`src/rtl/mmu_pkg.sv`:
```
// Shared constants and lane-slicing helper for the matrix-multiply unit.
package mmu_pkg;

    localparam int VAR_SIZE = 8;
    localparam int ACC_SIZE = 32;
    localparam int MMU_SIZE = 10;

    // Bit offset of lane idx inside a flattened vector of width-bit lanes.
    function automatic int lane(input int idx, input int width = VAR_SIZE);
        return width * idx;
    endfunction

endpackage

```
`src/rtl/mmu_skew_buffer_if.sv`:
```
// Flattened lane vectors entering and leaving the skew buffer.
interface mmu_skew_buffer_if #(
    parameter int VAR_SIZE = mmu_pkg::VAR_SIZE,
    parameter int MMU_SIZE = mmu_pkg::MMU_SIZE
);

    logic [VAR_SIZE*MMU_SIZE-1:0] A1;
    logic [VAR_SIZE*MMU_SIZE-1:0] B1;

    modport master (output A1, input B1);
    modport slave  (input A1, output B1);

endinterface

```
`src/rtl/mmu_delay_line.sv`:
```
// Fixed-depth shift register with asynchronous clear.
module mmu_delay_line #(
    parameter int WIDTH = 8,
    parameter int DEPTH = 1
) (
    input  logic             clk,
    input  logic             rst_n,
    input  logic [WIDTH-1:0] d,
    output logic [WIDTH-1:0] q
);

    logic [WIDTH-1:0] stage [DEPTH];

    always_ff @(posedge clk or negedge rst_n) begin
        if (!rst_n) begin
            for (int j = 0; j < DEPTH; j++) begin
                stage[j] <= '0;
            end
        end else begin
            stage[0] <= d;
            for (int j = 1; j < DEPTH; j++) begin
                stage[j] <= stage[j-1];
            end
        end
    end

    assign q = stage[DEPTH-1];

endmodule

```
`src/rtl/mmu_skew_buffer.sv`:
```
// Per-lane staggered delay: skews vectors into the array or de-skews results out.
module mmu_skew_buffer #(
    parameter int VAR_SIZE = mmu_pkg::VAR_SIZE,
    parameter int MMU_SIZE = mmu_pkg::MMU_SIZE,
    parameter bit REVERSED = 1'b0
) (
    input logic              clk,
    input logic              rst_n,
    mmu_skew_buffer_if.slave bus
);

    import mmu_pkg::lane;

    logic [VAR_SIZE*MMU_SIZE-1:0] b_flat;

    // Skew grows with lane index; de-skew mirrors it so the sum is MMU_SIZE+1.
    for (genvar i = 0; i < MMU_SIZE; i++) begin : g_lane
        localparam int DEPTH = REVERSED ? MMU_SIZE - i : i + 1;

        mmu_delay_line #(
            .WIDTH (VAR_SIZE),
            .DEPTH (DEPTH)
        ) u_line (
            .clk   (clk),
            .rst_n (rst_n),
            .d     (bus.A1[lane(i, VAR_SIZE) +: VAR_SIZE]),
            .q     (b_flat[lane(i, VAR_SIZE) +: VAR_SIZE])
        );
    end

    assign bus.B1 = b_flat;

endmodule

```
`src/flat_wrapper.sv`:
```
// flat-port wrapper written by rule: the top's interface ports become plain ports
module mmu_skew_buffer_flat import mmu_pkg::lane;
#(
    parameter int VAR_SIZE = mmu_pkg::VAR_SIZE,
    parameter int MMU_SIZE = mmu_pkg::MMU_SIZE,
    parameter bit REVERSED = 1'b0
)
  (clk, rst_n, bus_A1, bus_B1);
  mmu_skew_buffer_if #(.VAR_SIZE(VAR_SIZE), .MMU_SIZE(MMU_SIZE)) bus_i ();
  input logic clk;
  input logic rst_n;
  input wire logic [$bits(bus_i.A1)-1:0] bus_A1;
  output wire logic [$bits(bus_i.B1)-1:0] bus_B1;
  assign bus_i.A1 = bus_A1;
  assign bus_B1 = bus_i.B1;
  mmu_skew_buffer #(.VAR_SIZE(VAR_SIZE), .MMU_SIZE(MMU_SIZE), .REVERSED(REVERSED)) u_core (.clk(clk), .rst_n(rst_n), .bus(bus_i));
endmodule
```
`config.mk`:
```
export PLATFORM = sky130hd
export DESIGN_NAME = mmu_skew_buffer_flat
export DESIGN_NICKNAME = d
export VERILOG_FILES = /design/src/rtl/mmu_pkg.sv /design/src/rtl/mmu_skew_buffer_if.sv /design/src/rtl/mmu_delay_line.sv /design/src/rtl/mmu_skew_buffer.sv /design/src/flat_wrapper.sv
export SDC_FILE = /design/constraint.sdc
export NUM_CORES = 1
export LEC_CHECK = 0
export ABC_AREA = 1
export ABC_CLOCK_PERIOD_IN_PS = 1500
export BUFFER_PORTS_ARGS = -buffer_cell sky130_fd_sc_hd__buf_4
export CORE_MARGIN = 4
export CORE_UTILIZATION = 59
export CTS_CLUSTER_DIAMETER = 150
export DETAILED_ROUTE_END_ITERATION = 12
export PLACE_DENSITY_LB_ADDON = 0.2
export SLEW_MARGIN = 20
export SYNTH_ARGS = -nofsm -noshare
export SYNTH_HDL_FRONTEND = slang
export SYNTH_SLANG_ARGS = --single-unit
```
`constraint.sdc`:
```
create_clock -name clk -period 1.5 [get_ports clk]
set_input_delay 0.225 -clock clk [delete_from_list [all_inputs] [get_ports clk]]
set_output_delay 0.225 -clock clk [all_outputs]
set_load 0.05 [all_outputs]
```
==> flow_metrics.tcl <==
set metrics [dict create \
    synth.top_cells.by_area "dfrtp_1 (95%), buf_4 (4.7%)" \
    clockRootBuffer "clkbuf_16" \
    critPathMaxStageDelay_ns 0.41 \
    yosysWarnings 0 \
    grt_pass1_wl_mm 30.13 \
    fmax_mhz 734.6 \
    port_buffers 161 \
    p_int_mw 18.87 \
    cp_cell_sequence "buf_4" \
    leakage_nw 6.991 \
    layout.nets 820 \
    yosysTopAreaCell "dfrtp_1" \
    cts.repair.resized 0 \
    synthesis.nets 594 \
    grt_max_degree 88 \
    drv_slew 0 \
    cts_buffer_depth 3 \
    synth-xor-area-share_pct 0 \
    yosysSeqAreaShare_pct 95.32 \
    dp_hpwl_mm 8.390 \
    dr.pass1.iters 3 \
    synth-compound-area-share_pct 0 \
    layout_common_cells "dfrtp_1 (440), buf_4 (165), dlygate4sd3_1 (81)" \
    dpl-instance-area_sq_mm 0.01277 \
    p_sw_mw 5.114 \
    htree_levels 2 \
    synth_cells 512 \
    p_per_area_mw_per_mm2 1608 \
    viasPerCell 4.431 \
    power.share.clock_pct 42.1 \
    cap_viol_max_count 0 \
    irDropWorstVdd_uv 1239 \
    vias 4564 \
    critical_path_class "reg2out" \
    seqPwrFrac_pct 52.8 \
    arrival_ns 1.14 \
    setup_viol 0 \
    synth_top_family_by_area "buffers and inverters" \
    cts_setup_buffers 0 \
    ant_nets 0 \
    cts_tree "done" \
    cp-end-kind "output pin" \
    yosysTopAreaCellShare_pct 95.32 \
    cts_buffers 40 \
    synthDistinctLibCells 2 \
    gp_congestion 0.6526 \
    clock-sinks 440 \
    synthAdderAreaFrac_pct 0 \
    finClkSkew_ns 0.01573 \
    synth-simple-area-share_pct 0 \
    tightest_slew_ns 0.4313 \
    p_sw_share_pct 21.32 \
    slowest_stage "dfrtp_1" \
    cp_top_family "flip-flops" \
    setup_tns_ns 0 \
    nFillCells 916 \
    io_pins 162 \
    worstPathMaxFanout 1 \
    ys_ff_latch 440 \
    multi_input_gates 0 \
    dieArea_sq_mm 0.02188 \
    dr.first_iter.drc_count 152 \
    final_common_cell "dfrtp_1" \
    power.share.combinational_pct 5.1 \
    power_mw 23.98 \
    die_h_microns 147.9 \
    routed_wl_mm 18.89 \
    path_buf_inv 1 \
    rows 50 \
    holdWs_ns 0.1914 \
    coreArea_sq_mm 0.01896 \
    start_util_pct 60.94 \
    grt.total_usage_pct 18.16 \
    synthMuxAreaShare_pct 0 \
    antenna_found_initial 3 \
    clock_latency_ns 0.51 \
    overflow 0 \
    netlist_area_sq_mm 0.01155 \
    final_area_sq_mm 0.01492 \
    cp.required_ns 1.27 \
    drc 0 \
    multi_input_area_sq_um 0 \
    grt_pass1_vias 5519 \
    rsz0062_at_grt "false" \
    worstHoldPathType "in2async" \
    area_delta_synth_final_pct 29.14 \
    worstSetupStartpointType "register" \
    avgRoutedWirePerCell_microns 18.34 \
    cts_hold_buf 81 \
    die_x_microns 147.9 \
    slew_headroom_pct 71.25 \
    final-seq-area_sq_mm 0.01101 \
    fin_crit_sh_pct 90.75 \
    path_clk_slew_ns 0.07 \
    hold_viol 0 \
    avgSynthCellArea_sq_um 22.56 \
    status "finished, final reports clean" \
    period_minus_slack_ns 1.361 \
    drive_gt1_share_pct 31.29 \
]
## final cells by class
cell class | instances | share of cell area, %
Sequential cell | 440 | 73.81
Timing Repair Buffer | 256 | 15.05
Clock buffer | 55 | 7.767
Tap cell | 260 | 2.181
Clock inverter | 16 | 1.141
Antenna cell | 3 | 0.05033
## kinds of logic (layout without fill, tap and decap cells)
group | count (synthesis) | in the layout
buf+inv | 72 | 327
other cells | 0 | 3
flops | 440 | 440
## synth_stat cells
library cell / number
buf_4: 72
dfrtp_1: 440
## path summary, 6_finish.rpt
| check | start | end | slack (ns) | depth (start not counted) |
|---|---|---|---|---|
| hold reg to reg | u_core.g_lane[9].u_line.stage[24] | u_core.g_lane[9].u_line.stage[16] | 0.34 | 0 |
| min in group clk | u_core.g_lane[9].u_line.stage[24] | u_core.g_lane[9].u_line.stage[16] | 0.34 | 0 |
| max in group asynchronous | rst_n | u_core.g_lane[3].u_line.stage[8] | 0.58 | 3 |
| setup reg to reg | u_core.g_lane[1].u_line.stage[12] | u_core.g_lane[1].u_line.q[4] | 0.95 | 0 |
| setup / recovery | u_core.g_lane[3].u_line.q[0] | bus_B1[24] | 0.14 | 1 |
| hold / removal | rst_n | u_core.g_lane[8].u_line.stage[54] | 0.19 | 2 |
## through the flow
| step | instances | worst slack [ns] | util [%] |
|---|---|---|---|
| after floorplan | 512 | 0.6891 | - |
| after global placement | 875 | 0.6580 | 67.37 |
| after detailed placement | 875 | 0.6226 | 67.37 |
| after CTS | 1027 | 0.1335 | 78.65 |
| after global routing | 1030 | 0.1074 | 78.69 |
| final | 1030 | 0.1387 | 78.69 |
## layer usage
metal  global-route usage (%)  part of all wire [%]
met1                    20.50                    35
met5                        0                     0
met3                    4.752                   5.5
met2                    33.72                    57
met4                    6.005                   2.1
## registers in the layout (all words and copies together), names as in the netlist
signal and flops:
u_core.g_lane.u_line.stage 360, u_core.g_lane.u_line.q 80
## power groups by stage
stage / combinational, mW / sequential (mW) / clock (mW)
detailed placement: 1.05 / 12.9 / 0
global placement: 1.03 / 12.8 / 0
finish: 1.22 / 12.7 / 10.1
global route: 1.31 / 12.7 / 10.9
floorplan: 0.516 / 12.8 / 0
CTS: 1.23 / 12.7 / 10.3
Note: power is estimated with default switching activity, not from simulation.
